===== src/rtl/fpu_misc_pipe_pkg.sv =====
// Shared types for the FP misc pipe: operation select, exception flag layout
// and the recoded canonical NaN used by FMIN/FMAX.
`ifndef FPU_RECODED_CANONICAL_NAN
`define FPU_RECODED_CANONICAL_NAN 33'h0_E040_0000
`endif

package fpu_misc_pipe_pkg;

   typedef enum logic [2:0] {
      eFMIN   = 3'd0,
      eFMAX   = 3'd1,
      eFSGNJ  = 3'd2,
      eFSGNJN = 3'd3,
      eFSGNJX = 3'd4
   } fpu_misc_op_e;

   typedef struct packed {
      logic nv;
      logic dz;
      logic of;
      logic uf;
      logic nx;
   } fpu_fflags_s;

endpackage


===== src/rtl/fpu_misc_pipe_fmin_fmax.sv =====
// Combinational RISC-V FMIN/FMAX on recoded operands (-0 < +0, NaN handling,
// NV on any signalling NaN input).
module fpu_misc_pipe_fmin_fmax #(
   parameter  int exp_width_p = 8,
   parameter  int sig_width_p = 24,
   localparam int rd_lp       = exp_width_p + sig_width_p + 1
) (
   input  logic [rd_lp-1:0] a_i,
   input  logic [rd_lp-1:0] b_i,
   input  logic             max_i,
   output logic [rd_lp-1:0] result_o,
   output logic             nv_o
);

   localparam logic [rd_lp-1:0] canonical_nan_lp = rd_lp'(`FPU_RECODED_CANONICAL_NAN);

   function automatic logic is_nan(input logic [rd_lp-1:0] x);
      return &x[rd_lp-2 -: 3];
   endfunction

   function automatic logic is_snan(input logic [rd_lp-1:0] x);
      return is_nan(x) & ~x[sig_width_p-2];
   endfunction

   function automatic logic is_zero(input logic [rd_lp-1:0] x);
      return ~|x[rd_lp-2 -: 3];
   endfunction

   logic             a_nan_s;
   logic             b_nan_s;
   logic             a_lt_b_s;
   logic [rd_lp-2:0] a_mag_s;
   logic [rd_lp-2:0] b_mag_s;

   // Order the operands by sign and recoded magnitude, then pick per NaN rules
   always_comb begin
      a_nan_s = is_nan(a_i);
      b_nan_s = is_nan(b_i);
      // zeros may carry junk below the exponent class bits, so flatten them
      a_mag_s = is_zero(a_i) ? '0 : a_i[rd_lp-2:0];
      b_mag_s = is_zero(b_i) ? '0 : b_i[rd_lp-2:0];
      if (a_i[rd_lp-1] != b_i[rd_lp-1]) begin
         a_lt_b_s = a_i[rd_lp-1];
      end else if (a_i[rd_lp-1]) begin
         a_lt_b_s = (a_mag_s > b_mag_s);
      end else begin
         a_lt_b_s = (a_mag_s < b_mag_s);
      end
      nv_o = is_snan(a_i) | is_snan(b_i);
      if (a_nan_s & b_nan_s) begin
         result_o = canonical_nan_lp;
      end else if (a_nan_s) begin
         result_o = b_i;
      end else if (b_nan_s) begin
         result_o = a_i;
      end else if (a_lt_b_s ^ max_i) begin
         result_o = a_i;
      end else begin
         result_o = b_i;
      end
   end

endmodule


===== src/rtl/fpu_misc_pipe.sv =====
// Two-stage FP misc unit (FMIN/FMAX/FSGNJ*): S1 holds operands, S2 holds the
// registered result; valid/ready in, valid/yumi out, flush kills both stages.
module fpu_misc_pipe
   import fpu_misc_pipe_pkg::*;
#(
   parameter  int exp_width_p = 8,
   parameter  int sig_width_p = 24,
   parameter  int tag_width_p = 5,
   localparam int recoded_data_width_lp = exp_width_p + sig_width_p + 1
) (
   input  logic                             clk_i,
   input  logic                             reset_n_i,
   input  logic                             flush_i,
   input  logic                             v_i,
   output logic                             ready_o,
   input  fpu_misc_op_e                     op_i,
   input  logic [recoded_data_width_lp-1:0] fp_rs1_i,
   input  logic [recoded_data_width_lp-1:0] fp_rs2_i,
   input  logic [tag_width_p-1:0]           tag_i,
   output logic                             v_o,
   input  logic                             yumi_i,
   output logic [recoded_data_width_lp-1:0] result_o,
   output logic [4:0]                       fflags_o,
   output logic [tag_width_p-1:0]           tag_o
);

   localparam int rd_lp = recoded_data_width_lp;

   logic                   s1_v_r;
   fpu_misc_op_e           s1_op_r;
   logic [rd_lp-1:0]       s1_rs1_r;
   logic [rd_lp-1:0]       s1_rs2_r;
   logic [tag_width_p-1:0] s1_tag_r;
   logic                   s2_v_r;
   logic [rd_lp-1:0]       s2_result_r;
   fpu_fflags_s            s2_fflags_r;
   logic [tag_width_p-1:0] s2_tag_r;

   logic                   s2_adv_s;
   logic                   s1_mv_s;
   logic                   accept_s;
   logic [rd_lp-1:0]       mm_result_s;
   logic                   mm_nv_s;
   logic [rd_lp-1:0]       res_s;
   fpu_fflags_s            flags_s;

   // yumi_i reaches ready_o combinationally on purpose: no skid buffer here
   assign s2_adv_s = ~s2_v_r | yumi_i;
   assign s1_mv_s  = s1_v_r & s2_adv_s;
   assign ready_o  = ~flush_i & (~s1_v_r | s2_adv_s);
   assign accept_s = v_i & ready_o;

   assign v_o      = s2_v_r;
   assign result_o = s2_result_r;
   assign fflags_o = s2_fflags_r;
   assign tag_o    = s2_tag_r;

   fpu_misc_pipe_fmin_fmax #(
      .exp_width_p(exp_width_p),
      .sig_width_p(sig_width_p)
   ) fmin_fmax (
      .a_i     (s1_rs1_r),
      .b_i     (s1_rs2_r),
      .max_i   (s1_op_r == eFMAX),
      .result_o(mm_result_s),
      .nv_o    (mm_nv_s)
   );

   // Result and flags computed from the S1 registers
   always_comb begin
      res_s   = s1_rs1_r;
      flags_s = '0;
      case (s1_op_r)
         eFMIN, eFMAX: begin
            res_s      = mm_result_s;
            flags_s.nv = mm_nv_s;
         end
         eFSGNJ:  res_s = {s1_rs2_r[rd_lp-1], s1_rs1_r[rd_lp-2:0]};
         eFSGNJN: res_s = {~s1_rs2_r[rd_lp-1], s1_rs1_r[rd_lp-2:0]};
         eFSGNJX: res_s = {s1_rs1_r[rd_lp-1] ^ s1_rs2_r[rd_lp-1], s1_rs1_r[rd_lp-2:0]};
         default: begin
            res_s   = s1_rs1_r;
            flags_s = '0;
         end
      endcase
   end

   // Stage valid bits; flush wins over everything except reset
   always_ff @(posedge clk_i or negedge reset_n_i) begin
      if (!reset_n_i) begin
         s1_v_r <= 1'b0;
         s2_v_r <= 1'b0;
      end else if (flush_i) begin
         s1_v_r <= 1'b0;
         s2_v_r <= 1'b0;
      end else begin
         s1_v_r <= accept_s | (s1_v_r & ~s2_adv_s);
         s2_v_r <= s2_adv_s ? s1_v_r : s2_v_r;
      end
   end

   // S1 operand capture on accept
   always_ff @(posedge clk_i or negedge reset_n_i) begin
      if (!reset_n_i) begin
         s1_op_r  <= eFMIN;
         s1_rs1_r <= '0;
         s1_rs2_r <= '0;
         s1_tag_r <= '0;
      end else if (accept_s) begin
         s1_op_r  <= op_i;
         s1_rs1_r <= fp_rs1_i;
         s1_rs2_r <= fp_rs2_i;
         s1_tag_r <= tag_i;
      end
   end

   // S2 result capture when S1 moves forward
   always_ff @(posedge clk_i or negedge reset_n_i) begin
      if (!reset_n_i) begin
         s2_result_r <= '0;
         s2_fflags_r <= '0;
         s2_tag_r    <= '0;
      end else if (s1_mv_s) begin
         s2_result_r <= res_s;
         s2_fflags_r <= flags_s;
         s2_tag_r    <= s1_tag_r;
      end
   end

endmodule


===== config.mk =====
export PLATFORM = sky130hd
export DESIGN_NAME = fpu_misc_pipe
export DESIGN_NICKNAME = d
export VERILOG_FILES = /design/src/rtl/fpu_misc_pipe_pkg.sv /design/src/rtl/fpu_misc_pipe_fmin_fmax.sv /design/src/rtl/fpu_misc_pipe.sv
export SDC_FILE = /design/constraint.sdc
export NUM_CORES = 1
export LEC_CHECK = 0
export ABC_CLOCK_PERIOD_IN_PS = 9200
export BUFFER_PORTS_ARGS = -buffer_cell sky130_fd_sc_hd__buf_2
export CORE_ASPECT_RATIO = 2
export CORE_UTILIZATION = 40
export CTS_CLUSTER_SIZE = 40
export DETAILED_ROUTE_END_ITERATION = 7
export SYNTH_ARGS = -nofsm -noshare
export SYNTH_HDL_FRONTEND = slang
export SYNTH_SLANG_ARGS = --single-unit

===== constraint.sdc =====
create_clock -name clk_i -period 9.2 [get_ports clk_i]
set_input_delay 0.46 -clock clk_i [delete_from_list [all_inputs] [get_ports clk_i]]
set_output_delay 0.46 -clock clk_i [all_outputs]
set_load 0.01 [all_outputs]

==> results of run 1 <==
-- per-layer routing --
metal / vias to the layer above / routed length, um
met4: 0 / 386
li1: 2804 / -
met3: 27 / 634
met5: - / 0
met1: 2766 / 6980
met2: 138 / 10400
-- worst max-delay path: stages, from the launching register on --
cell	delay (ns)
dfrtp_1	0.43
nor3_2	0.19
buf_4	0.31
nor2b_1	0.09
ha_1	0.32
a21oi_1	0.13
nor2_1	0.06
a211o_1	0.30
o41ai_2	0.41
a41o_1	0.98
nand3_2	0.35
nand3_4	0.45
o211ai_1	0.16
-- registers in the layout, indices dropped and copies added, names as in the netlist --
| register | flops |
|---|---|
| s1_op_r | 3 |
| v_o | 1 |
| tag_o | 5 |
| s1_v_r | 1 |
| fflags_o | 1 |
| s1_rs2_r | 33 |
| s1_rs1_r | 33 |
| result_o | 33 |
| s1_tag_r | 5 |
-- through the flow --
step                setup WS [ns]  hold slack (ns)   util  power [mW]
floorplan                    5.70            0.164      -        1.05
global placement             4.96            0.444  0.450        1.23
detailed placement           4.82            0.457  0.450        1.24
CTS                          4.79           0.0962  0.482        1.86
global route                 4.43            0.123  0.482        1.95
finish                       4.84           0.0840  0.482        1.83
-- cell usage in the layout, fill, tap and decap left out, types with 28 or more instances in the layout --
cell      count
a21oi_1      46
o211ai_1     32
mux2_2       76
dfrtp_1     115
buf_2       118
nand3_1      38
nor3_1       28
nor2b_1      33
nand2_1     125
ha_1         32
-- area by class of cell --
cell class              instances  area [sq um]  share of cell area
clock buffers                  24           482              0.0594
clock inverters                 6          55.1             0.00678
inverters                       3          11.3             0.00139
multi-input cells             551          3760               0.464
flip-flops and latches        115          2880               0.355
well taps                     207           259              0.0319
repair buffers                128           666              0.0820
-- how the worst max path moves through the flow --
| stage | startpoint | to | slack, ns | depth (start not counted) |
|---|---|---|---|---|
| 2_1_floorplan | s1_rs1_r[29] | result_o[0] | 5.70 | 15 |
| 3_3_place_gp | s1_rs1_r[29] | result_o[14] | 4.96 | 12 |
| 3_5_place_dp | s1_rs1_r[29] | result_o[15] | 4.82 | 12 |
| 4_1_cts | s1_rs1_r[29] | result_o[21] | 4.79 | 12 |
| 5_1_grt | s1_rs1_r[29] | result_o[2] | 4.43 | 12 |
| 6_report | s1_rs1_r[29] | result_o[21] | 4.84 | 12 |
-- report_power, final --
part           switching [mW]  internal (mW)
Clock                   0.222          0.387
Sequential             0.0994          0.608
Combinational           0.299          0.219
Total                   0.620           1.21
-- cells by family after synthesis --
| family | Yosys count |
|---|---|
| multiplexers | 76 |
| buffers and inverters | 67 |
| other | 1 |
| AO/OA/AOI/OAI | 136 |
| adder cells (fa/ha/maj) | 32 |
| AND/OR/NAND/NOR | 302 |
| flip-flops | 115 |
| XOR/XNOR | 1 |
==> results.toml, run 1 <==
[logic_synthesis]
async_flop_share = 1.00
synth_ff_type = "dfrtp_1"
synth_edf_count = 0
yosysTopAreaCell = "dfrtp_1"
synthMuxAreaShare = 0.124
synth_top_area_frac = 0.415
synth_compound_area_frac = 0.137
synth_xor_area_frac = 0.00126
synthesis.area_sq_um = 6930
ys_seq_elements = 115
synth_top_family_by_area = "simple AND/OR/NAND/NOR gates"
syn_area_per_cell_sq_um = 9.49
ys_seq_area_frac = 0.415
netlist_top_cells_area = "dfrtp_1, mux2_2, nand2_1"
synth.most_common_cell = "nand2_1"
synthCells = 730
synth-simple-area-share = 0.216
synth_warnings = 0
synthTopCellsByCount = "nand2_1, dfrtp_1, mux2_2, a21oi_1, clkbuf_1"
synth_cell_types = 49
synth_adder_area_share = 0.0578

[timing]
fin_crit_ns = 4.36
rsz0062_at_grt = "no"
clock_skew_ns = 0.0108
setup_viol = 0
slew_viol_final = 0
fmaxAchievable_ghz = 0.229
fin_crit_sh = 0.474
fin_tns_setup_ns = 0
slew_headroom = 0.247
tightestPinTransition_ns = 1.13
final-hold-violation-count = 0

[floorplan]
ios = 124
die-width_um = 95.1
core_area_sq_um = 16800
initial_core_util = 0.411
dieArea_sq_um = 17900
die_h_um = 188
num_rows = 67

[routing]
vias = 5735
drc = 0
post_drt_via_cell_ratio = 5.55
routedWlPerCell_um = 17.8
totalWireLength_um = 18400
antenna_left = 0
drtIter0Drc = 329
first_pass_iters = 5

[job]
drv_cap = 0

[placed_design]
port_buffers = 119
postPlaceCellArea_sq_um = 7580
dp.cells = 1004
hpwl_um = 12600
gp_congestion = 0.828

[clocking]
clkLatencyLatePin_ns = 0.42
root_buffer = "clkbuf_16"
postCtsSetupRepairBufs = 0
cts_made_buffers = 17
clock-sinks = 115
cts_resized = 0
cts_hold_buffers = 0
cts_max_path_buffers = 2
htreeDepth = 4
cts_tree = "done"
path_clk_slew_ns = 0.05

[setup_path]
path_max_fanout = 29
path_class = "reg2reg"
crit_path_end_kind = "flip-flop"
cp.arrival_ns = 4.63
timing.rr.start = "s1_rs1_r[29]"
r2r_cells = 12
worstReg2RegEnd = "result_o[21]"
start_kind = "flip-flop"
timing.reg2reg.setup_slack_ns = 4.84
cp.required_ns = 9.47

[grt]
busiest_layer = "met2"
grt_max_degree = 75
track_usage = 0.219
use_met1 = 0.242
grt_overflow = 0
grt_pass1_vias = 5724
grt_pass1_wl_um = 29600
grt_use_met2 = 0.392
use_met3 = 0.0341
antenna_found_initial = 0

[final_layout]
fill_cells = 1628
drive_above_1_share = 0.291
final_cells = 1034
diodes = 0
nNetsFinal = 927
syn_to_final_growth_pct = 17.1
finalInstanceArea_sq_um = 8120

[status]
outcome = "completed"

[power_and_ir_drop]
pwr_density_cell_nw_per_um2 = 226
peakVddDrop_mv = 0.165
power.leakage_nw = 3.59

[worst_hold_path]
hold_class = "in2async"
Power figures use the tool's default switching activity.
==> run 2: changes to the inputs <==
- ABC_AREA: not set -> 1
- ABC_CLOCK_PERIOD_IN_PS: 9200 -> 4320
- clock period: 9.2 -> 4.32 ns (I/O delays scaled with it)
==> run 2 against run 1 <==
Worst setup slack got worse by 3.8 ns. Worst hold slack got worse by 0.059 ns. Global-route usage fell by 0.29 points. Critical path depth rose by 8. Cell count rose by 9.0%. Clock skew barely moved. Register-to-register slack got worse by 3.8 ns. Sequential power rose by 99%. Power rose by 110%. Critical endpoint is now result_o[25]. Largest power group unchanged. Highest routed layer unchanged.
==> results.toml, run 2 <==
[floorplan]
die-width_um = 91.5
num_rows = 65
ios = 124
initial_core_util = 0.409
dieArea_sq_um = 16600
die_h_um = 181
core_area_sq_um = 15700

[logic_synthesis]
synth.most_common_cell = "nand2_1"
netlist_top_cells_area = "dfrtp_1, nand2_1, a21oi_1"
synth_cell_types = 37
synthCells = 808
ys_seq_elements = 115
synth_top_area_frac = 0.449
async_flop_share = 1.00
syn_area_per_cell_sq_um = 7.94
ys_seq_area_frac = 0.449
synth_edf_count = 0
synthTopCellsByCount = "nand2_1, dfrtp_1, nor2_1, a21oi_1, inv_1"
synth_warnings = 0
synthesis.area_sq_um = 6410
yosysTopAreaCell = "dfrtp_1"
synth_ff_type = "dfrtp_1"

[status]
outcome = "completed"

[routing]
totalWireLength_um = 16800
antenna_left = 0
first_pass_iters = 4
drc = 0
drtIter0Drc = 218
post_drt_via_cell_ratio = 4.86
vias = 5476
routedWlPerCell_um = 14.9

[placed_design]
hpwl_um = 12000
port_buffers = 119
post-place-ws_ns = 1.04
gp_congestion = 0.820
dp.cells = 1096

[setup_path]
cp.arrival_ns = 3.56
path_max_fanout = 34
start_kind = "flip-flop"
cp.required_ns = 4.62
crit_path_end_kind = "flip-flop"
path_class = "reg2reg"

[timing]
fmaxAchievable_ghz = 0.306
setup_ws_ns = 1.06
rsz0062_at_grt = "no"
fin_tns_setup_ns = 0
slew_headroom = 0.473
slew_viol_final = 0
fin_crit_ns = 3.26
fin_crit_sh = 0.756
tightestPinTransition_ns = 0.791
clock_skew_ns = 0.0103
setup_viol = 0
final-hold-violation-count = 0

[final_layout]
nNetsFinal = 1027
drive_above_1_share = 0.247
final_cell_mix = "nand2_1, buf_2, dfrtp_1"
fill_cells = 1591
syn_to_final_growth_pct = 20.4
final_common_cell = "nand2_1"
final_cells = 1127
diodes = 0

[grt]
grt_pass1_vias = 5524
grt_overflow = 0
grt_pass1_wl_um = 27400
antenna_found_initial = 0
track_usage = 0.216
grt_max_degree = 67

[power_and_ir_drop]
p_clk_frac = 0.357
seq_power_share = 0.372
peakVddDrop_mv = 0.267
switching_share = 0.327
pwr_density_cell_nw_per_um2 = 489
power.leakage_nw = 4.18
p_comb_frac = 0.270
intPower_mw = 2.54
p_sw_mw = 1.24

[clocking]
clkLatencyLatePin_ns = 0.42
path_clk_slew_ns = 0.05
root_buffer = "clkbuf_16"
htreeDepth = 4
cts_made_buffers = 17
cts_tree = "done"
clock-sinks = 115
cts_max_path_buffers = 2

[worst_hold_path]
hold_class = "in2reg"

[job]
drv_cap = 0
## run 2: power by group through the flow
stage	logic, mW	registers, mW	clock network (mW)
final	1.02	1.41	1.35
after floorplan	0.693	1.44	0
after global routing	1.17	1.43	1.42
after global placement	1.02	1.42	0
after detailed placement	1.03	1.42	0
after CTS	1.04	1.41	1.38
## run 2: worst paths after layout
| path | startpoint | to | slack [ns] | cells after the start |
|---|---|---|---|---|
| min | fp_rs2_i[16] | s1_rs2_r[16] | 0.03 | 2 |
| max in group asynchronous | reset_n_i | s1_rs2_r[13] | 3.12 | 3 |
| max reg2reg | s1_rs2_r[30] | result_o[25] | 1.06 | 20 |
| min reg2reg | s1_tag_r[3] | tag_o[3] | 0.46 | 2 |
| min in group asynchronous | reset_n_i | s1_rs2_r[21] | 0.42 | 2 |
| max | s1_rs2_r[30] | result_o[25] | 1.06 | 20 |
## run 2: through the flow
step                power (mW)  utilization  hold WS (ns)  area [sq um]
floorplan                 2.13            -       -0.0796          6420
global placement          2.44        0.455         0.354          7140
detailed placement        2.46        0.455         0.348          7140
CTS                       3.83        0.492       0.00905          7720
global route              4.01        0.492        0.0259          7720
finish                    3.78        0.492        0.0251          7720
## run 2: cells by family after synthesis
group / Yosys count / synth area share
simple gates: 355 / 0.229
compound gates: 144 / 0.125
buf+inv: 135 / 0.0884
flops: 115 / 0.449
fa+ha+maj: 33 / 0.0640
mux: 25 / 0.0439
other cells: 1 / 0.000585
## run 2: routing by layer
| metal | track usage | vias up | wire length [um] |
|---|---|---|---|
| met5 | 0 | - | 0 |
| met4 | 0.104 | 0 | 519 |
| met3 | 0.0332 | 32 | 433 |
| met2 | 0.410 | 99 | 9450 |
| met1 | 0.227 | 2575 | 6440 |
| li1 | - | 2770 | - |
## run 2: cell type report
class	instances	area, sq um	area share
timing repair buffer	128	683	0.0885
clock buffer	23	478	0.0619
multi-input combinational	561	3000	0.388
sequential	115	2880	0.373
tap	201	251	0.0326
inverter	93	354	0.0459
clock inverter	6	80.1	0.0104
## run 2: what timing repair did
action	CTS	global route
buffers inserted	0	0
gates resized for setup	0	0
hold buffers	2	0
hold endpoints to repair	60	0
## run 2: critical path, cell delays in order (launching register included)
cell	delay [ns]
dfrtp_1	0.41
nor3_1	0.28
inv_2	0.26
nand2_1	0.15
ha_1	0.24
a21oi_1	0.14
nor2_1	0.05
nor2_1	0.09
nand3_1	0.08
a21oi_2	0.15
nand2_2	0.08
nand2_1	0.10
nand2_2	0.07
nand2_2	0.08
nand3_4	0.11
nand2_8	0.24
inv_6	0.17
o21ai_0	0.20
nand2_1	0.07
nand2_1	0.07
nand2_1	0.05
